**config.mk**
```make
export PLATFORM = sky130hd
export DESIGN_NAME = frame_ecc_monitor
export DESIGN_NICKNAME = d
export VERILOG_FILES = /design/src/rtl/frame_ecc_pkg.sv /design/src/rtl/ecc_rec_fifo.sv /design/src/rtl/frame_ecc_monitor.sv
export SDC_FILE = /design/constraint.sdc
export NUM_CORES = 1
export LEC_CHECK = 0
export CORE_ASPECT_RATIO = 0.6
export CORE_MARGIN = 4
export CORE_UTILIZATION = 52
export CTS_BUF_LIST = sky130_fd_sc_hd__clkbuf_4 sky130_fd_sc_hd__clkbuf_8 sky130_fd_sc_hd__clkbuf_16
export DETAILED_ROUTE_END_ITERATION = 6
export PLACE_DENSITY = 0.81
export SLEW_MARGIN = 10
export SYNTH_ARGS = -nofsm -noshare
export SYNTH_HDL_FRONTEND = slang
export SYNTH_HIERARCHICAL = 1
export SYNTH_SLANG_ARGS = --single-unit
export TNS_END_PERCENT = 20
```
**constraint.sdc**
```tcl
create_clock -name CLK -period 14.6 [get_ports CLK]
set_input_delay 2.92 -clock CLK [delete_from_list [all_inputs] [get_ports CLK]]
set_output_delay 2.92 -clock CLK [all_outputs]
set_load 0.01 [all_outputs]
```
**src/rtl/frame_ecc_pkg.sv**
```systemverilog
// frame_ecc_pkg: record class encodings, monitor FSM
// state type and the state-transition helper.
package frame_ecc_pkg;

  localparam logic [1:0] CLS_CLEAN  = 2'b00;
  localparam logic [1:0] CLS_SINGLE = 2'b01;
  localparam logic [1:0] CLS_MULTI  = 2'b10;
  localparam logic [1:0] CLS_CRC    = 2'b11;

  typedef logic [1:0] state_t;

  localparam state_t ST_IDLE  = 2'd0;
  localparam state_t ST_SCAN  = 2'd1;
  localparam state_t ST_ALARM = 2'd2;

  // An alarm-class event wins over a CLR in the
  // same cycle, so the new alarm is not lost.
  function automatic state_t fsm_next(
    input state_t s,
    input logic   ev,
    input logic   alarm_ev,
    input logic   clr
  );
    state_t n;
    n = s;
    if (alarm_ev) begin
      n = ST_ALARM;
    end else begin
      case (s)
        ST_IDLE:  if (ev)  n = ST_SCAN;
        ST_SCAN:  n = ST_SCAN;
        ST_ALARM: if (clr) n = ST_SCAN;
        default:  n = ST_IDLE;
      endcase
    end
    return n;
  endfunction

endpackage

```
**src/rtl/ecc_rec_fifo.sv**
```systemverilog
// ecc_rec_fifo: synchronous record FIFO, DEPTH entries.
// Ports: clk, rst (sync high), push/push_data, pop,
// pop_data (head), full, empty.
module ecc_rec_fifo #(
  parameter int WIDTH = 8,
  parameter int DEPTH = 8
) (
  input  logic             clk,
  input  logic             rst,
  input  logic             push,
  input  logic [WIDTH-1:0] push_data,
  input  logic             pop,
  output logic [WIDTH-1:0] pop_data,
  output logic             full,
  output logic             empty
);

  localparam int AW = $clog2(DEPTH);

  logic [WIDTH-1:0] mem [DEPTH];
  logic [AW:0]      wr_ptr;
  logic [AW:0]      rd_ptr;
  logic             do_pop;
  logic             do_push;

  assign empty = (wr_ptr == rd_ptr);
  assign full  = (wr_ptr[AW] != rd_ptr[AW]) &&
                 (wr_ptr[AW-1:0] == rd_ptr[AW-1:0]);

  // A pop frees a slot in the same cycle, so a
  // push into a full FIFO is still taken then.
  assign do_pop  = pop & ~empty;
  assign do_push = push & (~full | do_pop);

  assign pop_data = mem[rd_ptr[AW-1:0]];

  always_ff @(posedge clk) begin
    if (rst) begin
      wr_ptr <= '0;
      rd_ptr <= '0;
    end else begin
      if (do_push) wr_ptr <= wr_ptr + 1'b1;
      if (do_pop)  rd_ptr <= rd_ptr + 1'b1;
    end
  end

  always_ff @(posedge clk) begin
    if (do_push && !rst) begin
      mem[wr_ptr[AW-1:0]] <= push_data;
    end
  end

endmodule

```
**src/rtl/frame_ecc_monitor.sv**
```systemverilog
// frame_ecc_monitor: classifies config-frame ECC/CRC
// events into a record FIFO, with counters and alarm.
// Ports: CLK, RST (sync high), ECC inputs, REC_* stream
// {class,FAR,SYNWORD,SYNBIT,SYNDROME}, CNT_*, ALARM,
// OVERFLOW, CLR (clears counters and OVERFLOW).
module frame_ecc_monitor
  import frame_ecc_pkg::*;
#(
  parameter int FAR_WIDTH  = 24,
  parameter int SYN_WIDTH  = 13,
  parameter int WORD_WIDTH = 7,
  parameter int BIT_WIDTH  = 5,
  parameter int DEPTH      = 8,
  parameter int CNT_WIDTH  = 16,
  localparam int REC_W = 2 + FAR_WIDTH + WORD_WIDTH
                       + BIT_WIDTH + SYN_WIDTH
) (
  input  logic                  CLK,
  input  logic                  RST,
  input  logic                  CRCERROR,
  input  logic                  ECCERROR,
  input  logic                  ECCERRORSINGLE,
  input  logic                  SYNDROMEVALID,
  input  logic [FAR_WIDTH-1:0]  FAR,
  input  logic [SYN_WIDTH-1:0]  SYNDROME,
  input  logic [WORD_WIDTH-1:0] SYNWORD,
  input  logic [BIT_WIDTH-1:0]  SYNBIT,
  output logic                  REC_VALID,
  input  logic                  REC_READY,
  output logic [REC_W-1:0]      REC_DATA,
  output logic [CNT_WIDTH-1:0]  CNT_SINGLE,
  output logic [CNT_WIDTH-1:0]  CNT_MULTI,
  output logic [CNT_WIDTH-1:0]  CNT_CRC,
  output logic [CNT_WIDTH-1:0]  CNT_SCAN,
  output logic [CNT_WIDTH-1:0]  CNT_DROP,
  output logic                  ALARM,
  output logic                  OVERFLOW,
  input  logic                  CLR
);

  localparam int ZW = WORD_WIDTH + BIT_WIDTH + SYN_WIDTH;

  logic                 sv_q;
  logic                 crc_q;
  logic                 sv_edge;
  logic                 crc_edge;
  logic                 syn_rec;
  logic                 is_single;
  logic                 is_multi;
  logic [1:0]           syn_cls;
  logic                 pend_v;
  logic [FAR_WIDTH-1:0] pend_far;
  logic                 crc_direct;
  logic                 crc_to_pend;
  logic                 push_req;
  logic [REC_W-1:0]     push_data;
  logic                 pop;
  logic                 full;
  logic                 empty;
  logic                 drop;
  logic                 have_prev;
  logic [FAR_WIDTH-1:0] prev_far;
  logic                 wrap;
  state_t               state;

  assign sv_edge  = SYNDROMEVALID & ~sv_q;
  assign crc_edge = CRCERROR & ~crc_q;

  assign syn_rec   = sv_edge & ECCERROR;
  assign is_single = syn_rec & ECCERRORSINGLE;
  assign is_multi  = syn_rec & ~ECCERRORSINGLE;
  assign syn_cls   = ECCERRORSINGLE ? CLS_SINGLE
                                    : CLS_MULTI;

  // One push per cycle: syndrome record first, then a
  // parked CRC record, then a fresh CRC record.
  // A CRC edge that finds the slot busy only counts.
  assign crc_direct  = crc_edge & ~syn_rec & ~pend_v;
  assign crc_to_pend = crc_edge & syn_rec & ~pend_v;
  assign push_req    = syn_rec | pend_v | crc_direct;

  always_comb begin
    push_data = '0;
    if (syn_rec) begin
      push_data = {syn_cls, FAR, SYNWORD,
                   SYNBIT, SYNDROME};
    end else if (pend_v) begin
      push_data = {CLS_CRC, pend_far, {ZW{1'b0}}};
    end else if (crc_direct) begin
      push_data = {CLS_CRC, FAR, {ZW{1'b0}}};
    end
  end

  assign pop  = REC_READY & ~empty;
  assign drop = push_req & full & ~pop;

  assign wrap = sv_edge & have_prev & (FAR < prev_far);

  ecc_rec_fifo #(
    .WIDTH (REC_W),
    .DEPTH (DEPTH)
  ) u_fifo (
    .clk       (CLK),
    .rst       (RST),
    .push      (push_req),
    .push_data (push_data),
    .pop       (pop),
    .pop_data  (REC_DATA),
    .full      (full),
    .empty     (empty)
  );

  assign REC_VALID = ~empty;
  assign ALARM     = (state == ST_ALARM);

  // CLR zeroes first, so an event in the CLR cycle
  // lands as a count of one.
  function automatic logic [CNT_WIDTH-1:0] bump(
    input logic [CNT_WIDTH-1:0] c,
    input logic                 clr,
    input logic                 inc
  );
    logic [CNT_WIDTH-1:0] b;
    b = clr ? '0 : c;
    if (inc && (b != '1)) b = b + CNT_WIDTH'(1);
    return b;
  endfunction

  always_ff @(posedge CLK) begin
    if (RST) begin
      sv_q      <= 1'b0;
      crc_q     <= 1'b0;
      pend_v    <= 1'b0;
      pend_far  <= '0;
      have_prev <= 1'b0;
      prev_far  <= '0;
    end else begin
      sv_q  <= SYNDROMEVALID;
      crc_q <= CRCERROR;
      if (crc_to_pend) begin
        pend_v   <= 1'b1;
        pend_far <= FAR;
      end else if (pend_v && !syn_rec) begin
        pend_v <= 1'b0;
      end
      if (sv_edge) begin
        have_prev <= 1'b1;
        prev_far  <= FAR;
      end
    end
  end

  always_ff @(posedge CLK) begin
    if (RST) begin
      CNT_SINGLE <= '0;
      CNT_MULTI  <= '0;
      CNT_CRC    <= '0;
      CNT_SCAN   <= '0;
      CNT_DROP   <= '0;
      OVERFLOW   <= 1'b0;
    end else begin
      CNT_SINGLE <= bump(CNT_SINGLE, CLR, is_single);
      CNT_MULTI  <= bump(CNT_MULTI, CLR, is_multi);
      CNT_CRC    <= bump(CNT_CRC, CLR, crc_edge);
      CNT_SCAN   <= bump(CNT_SCAN, CLR, wrap);
      CNT_DROP   <= bump(CNT_DROP, CLR, drop);
      OVERFLOW   <= drop | (OVERFLOW & ~CLR);
    end
  end

  always_ff @(posedge CLK) begin
    if (RST) begin
      state <= ST_IDLE;
    end else begin
      state <= fsm_next(state,
                        sv_edge | crc_edge,
                        is_multi | crc_edge,
                        CLR);
    end
  end

endmodule

```
# Word-level counts from Yosys, hierarchy flattened
# Memories as Yosys holds them, arrays and structs flattened. A register that Yosys moved wholly into a read port is not among the register bits.
# Cells that the tools add are included.
[totals]
reg_bits = 143
mem_bits_rw = 408
elab_cells = 110
n_memories = 1
[op_classes]
add_sub_neg = 7
n_lt_le_gt_ge = 1
n_eq_ne = 14
muxes = 24
n_bitwise = 32
reduce_logical = 15
[mem_list]
columns = ["name", "words", "word_bits", "rd", "rd_ports_with_merged_regs", "write_ports", "line_no", "text"]
rows = [
  ["u_fifo.mem", 8, 51, 1, 1, 1, "ecc_rec_fifo.sv:20", "logic [WIDTH-1:0] mem [DEPTH];"],
]
[ops]
columns = ["cell", "count"]
rows = [
  ["16-bit two-way mux", 10],
  ["51-bit two-way mux", 3],
  ["16-bit by 1-bit adder with 16-bit output, second input constant", 5],
  ["16-bit != test, second input constant", 5],
  ["24-bit less-than comparator", 1],
  ["1-bit bitwise AND", 17],
  ["1-bit inverter", 9],
  ["4-bit by 1-bit adder with 4-bit output, second input constant", 2],
  ["1-bit logical AND", 8],
  ["2-bit two-way mux", 4],
  ["3-bit two-way mux", 2],
  ["1-bit bitwise OR", 6],
  ["2-bit case mux with 3 select lines", 1],
  ["4-bit == test", 1],
  ["1-bit two-way mux", 4],
  ["2-bit != test, second input constant", 2],
  ["2-bit AND reduction", 2],
  ["3-bit == test", 1],
  ["3-bit by 2-bit != test with 1-bit output, second input constant", 1],
  ["3-bit != test, second input constant", 1],
  ["2-bit by 1-bit == test with 1-bit output, second input constant", 1],
  ["2-bit == test, second input constant", 1],
  ["1-bit zero test", 2],
  ["2-bit zero test", 1],
  ["other kinds (3)", 3],
]

# Longest topological paths before layout
[depth]
depth_word = 11
depth_mapped = 11

# Cells and area by module
# The synthesis kept the hierarchy.
[by_module_without_submodules]
columns = ["module", "instances", "cells_each", "area_each_um2"]
rows = [
  ["ecc_rec_fifo", 1, 674, 16011.6],
  ["frame_ecc_monitor", 1, 880, 6979.2],
]

# Worst setup path after synthesis
# OpenSTA, ideal clock, no wires.
[synth_timing]
kind = "input -> register"
startpoint = "input port CRCERROR"
endpoint = "memory u_fifo/mem[1][0] (netlist bit) (enable)"
setup_ns = 0.523
arrival_ns = 7.571
required_time_ns = 14.077
setup_slack_ns = 6.506
stages = 8
cell_sequence = "nor2b_1 > clkbuf_1 > nor3_1 > inv_1 > buf_6 > nor2b_1 > o211ai_1 > nor3_1"
[synth_via]
elab_chain_cells = 8
[synth_rtl]
columns = ["item", "line_no", "text"]
rows = [
  ["start, declared", "frame_ecc_monitor.sv:20", "input logic CRCERROR,"],
  ["1-bit bitwise AND", "frame_ecc_monitor.sv:67", "assign crc_edge = CRCERROR & ~crc_q;"],
  ["1-bit bitwise AND (2 in a row)", "frame_ecc_monitor.sv:78", "assign crc_direct = crc_edge & ~syn_rec & ~pend_v;"],
  ["1-bit bitwise OR", "frame_ecc_monitor.sv:80", "assign push_req = syn_rec | pend_v | crc_direct;"],
  ["named net push_req", "frame_ecc_monitor.sv:55", "logic push_req;"],
  ["1-bit bitwise AND", "ecc_rec_fifo.sv:33", "assign do_push = push & (~full | do_pop);"],
  ["1-bit logical AND", "ecc_rec_fifo.sv:48", "if (do_push && !rst) begin"],
  ["1-bit two-way mux", "ecc_rec_fifo.sv:48", ""],
  ["1-bit two-way mux (implied by the code)", "ecc_rec_fifo.sv:49", "mem[wr_ptr[AW-1:0]] <= push_data;"],
  ["end, declared", "ecc_rec_fifo.sv:20", ""],
]
# The timed path passes the listed nets, and every way through them passes these cells.

==> out/summary.txt <==
CTS H-tree lvls = 2
Crit path buf inv count = 2
IO Pins = 191
Critical R2R Launch = sv_q
Gr usage total = 21.53%
CTS tree = done
Antenna viol nets, final = 0
Seq pwr share = 49.4%
Starting Density = 52.88%
Worst Hold Launch = prev_far[0]
Switch Pwr = 0.8901 mW
Non-Filler Instances = 2351
Total gr overflow = 0
Post-CTS Hold Buffers = 0
Placement row count = 59
Hpwl dp = 31120 microns
WS Path Type = reg2out
Fraction of layout instances using a drive strength above 1 = 16.20%
Data arrival, critical path = 3.52 ns
CTS buffer count = 49
Number of instances in the placed design = 2262
Antenna violations before repair = 0
Mapped Cells = 1554
Switching part of the total = 24.48%
Port bufs = 190
Via/cell ratio = 5.877
Power Total = 3.637 mW
Mapped Avg Cell Area = 14.79 sq um
CP peak stage delay = 0.78 ns
Max-cap viol count = 0
Slew @ Worst Pin = 1.197 ns
Die extent in y = 170.9 microns
Setup Viol. Count Final = 0
Fmax = 155.3 MHz
Min Hold Slack = 0.4543 ns
Reg clk slew, reported paths = 0.07 ns
Area grow syn2layout = 17.30%
Drt wl/cell = 22.00 microns
Largest net degree at the start of global routing = 75
Worst Path Required = 11.68 ns
Most frequent cell after synthesis = edfxtp_1
Area of the mapped netlist = 0.02299 sq mm
First-pass detailed-route iteration total = 5
Post-synth top area cell = edfxtp_1
Crit path time final = 6.438 ns
Cell internal pwr = 2.747 mW
Worst min path class = reg2reg
First-pass GRT wire length = 80620 microns
Largest cells by area after synthesis = edfxtp_1 (53%), dfxtp_1 (13%), mux4_2 (10%), mux2_2 (2.7%), nand2_1 (2.6%)
Fin crit share = 44.10%
Die width = 279.5 microns
CTS root buffer = clkbuf_16
Skew final = 0.02704 ns
Status = finished, final reports clean
Synth Register Bits = 554
Pleak = 8.673 nW
Peak supply drop = 83.89 uV
Post-cts resize count = 0
Crit path capture type = primary output
Startpoint Class = flip-flop
Netlist cell types = 74
Warnings from Yosys = 6
Worst-path maximum fanout = 36
Final WL = 51720 microns
Vias in the first global route = 13890
Max-slew headroom = 20.21%
EDFF count, synth = 408
# clock sinks = 554
Placer Congestion = 0.8303
Fin nets = 1821
Final instance area = 0.02697 sq mm
CP cell instances = buf_4 -> mux4_2 -> mux2_2 -> clkdlybuf4s50_1
Pwr Density = 134.9 mW/mm^2
Postcts setup bufs = 0
Via Count = 13820
Post-synthesis net count = 1641
Max-slew violations = 0
Antenna diode count = 0
Dpl ws = 7.873 ns
Synth top cells by count = edfxtp_1 (408), nand2_1 (161), dfxtp_1 (146), mux4_2 (102), a21oi_1 (85)
Clock power frac = 34.3%
Core ar. = 0.04348 sq mm
Gate power share = 16.3%
Iter 0 DRT Violations = 1247
RSZ-0062 raised after global routing = false
Final core occ = 62.02%
Worst-Skew Late Latency = 0.59 ns
Async SR Flop Fraction = 0%
Final hold viol count = 0
DRC = 0
Dpl cell area = 0.02542 sq mm
Delay-heaviest family, CP = buffers and inverters
TNS Setup = 0 ns
DIE AREA = 0.04775 sq mm
Share of the yosys chip area belonging to registers = 66.00%
Slowest-stage cell, CP = dfxtp_4
Primary FF master, synth = edfxtp_1
Clock buffer depth = 3
Post-synth top area share = 53.29%
Post-layout worst setup margin = 8.162 ns
-- kinds of logic (layout without fill, tap and decap cells) --
logic type	count (synthesis)	in the layout	synth area share (%)
mux	164	164	12.99
flops	554	554	66.00
simple gates	461	461	10.07
xor+xnor	50	50	1.970
buf+inv	118	336	2.405
fa+ha+maj	30	30	1.633
compound gates	177	177	4.931
-- power groups by stage --
stage	clock network [mW]	logic [mW]	registers, mW
2_1_floorplan	0	0.419	1.80
3_3_place_gp	0	0.583	1.83
3_5_place_dp	0	0.593	1.83
4_1_cts	1.27	0.602	1.80
5_1_grt	1.34	0.637	1.80
6_report	1.25	0.592	1.80
-- per-layer routing --
metal  wire [microns]  global-route usage [%]  vias up
met5                0                       0        -
met3             3263                   3.273       75
li1                 -                       -     6251
met2            25870                   37.04      531
met1            21700                   29.72     6959
met4              886                   4.491        0
-- cell type report --
type	instances	area (sq um)
clock buffer	60	1309
timing repair buffer	209	2042
fill	3011	16510
multi-input combinational	882	7330
sequential	554	15180
clock inverter	29	236.5
inverter	38	142.6
tap	579	724.4
-- flip-flops by register name (all words and copies together), names as in the netlist, named ones only --
register	flops
prev_far	24
CNT_CRC	16
CNT_DROP	16
state	2
have_prev	1
pend_far	24
crc_q	1
u_fifo/wr_ptr	4
CNT_SINGLE	16
sv_q	1
pend_v	1
u_fifo/rd_ptr	4
OVERFLOW	1
CNT_SCAN	16
u_fifo/mem	408
CNT_MULTI	16
-- layout by cell type, fill, tap and decap left out, types with 24 or more instances in the layout --
cell type        instances
and2_1                  29
nor2b_1                 27
nor2_1                  72
clkbuf_16               49
nand2_1                161
ha_1                    30
mux2_2                  55
a22o_1                  24
a21oi_1                 85
nand4_1                 24
clkdlybuf4s50_1        189
mux4_2                 102
nand3_1                 40
xnor2_1                 28
edfxtp_1               408
inv_1                   37
dfxtp_1                143
-- worst register-to-register path, delay by kind of cell, from the launching register on --
family / cells / cell delay (ns)
flip-flops: 1 / 0.35
AO/OA/AOI/OAI: 1 / 0.41
buffers and inverters: 3 / 1.23
AND/OR/NAND/NOR: 4 / 1.28
-- worst paths after layout --
path,end,slack (ns),depth (start not counted)
worst max register to register,u_fifo/mem[5][42],10.93,8
worst min register to register,prev_far[0],0.45,2
worst max-delay path,REC_DATA[39],8.16,4
worst min-delay path,prev_far[0],0.45,2
Power figures use the tool's default switching activity.
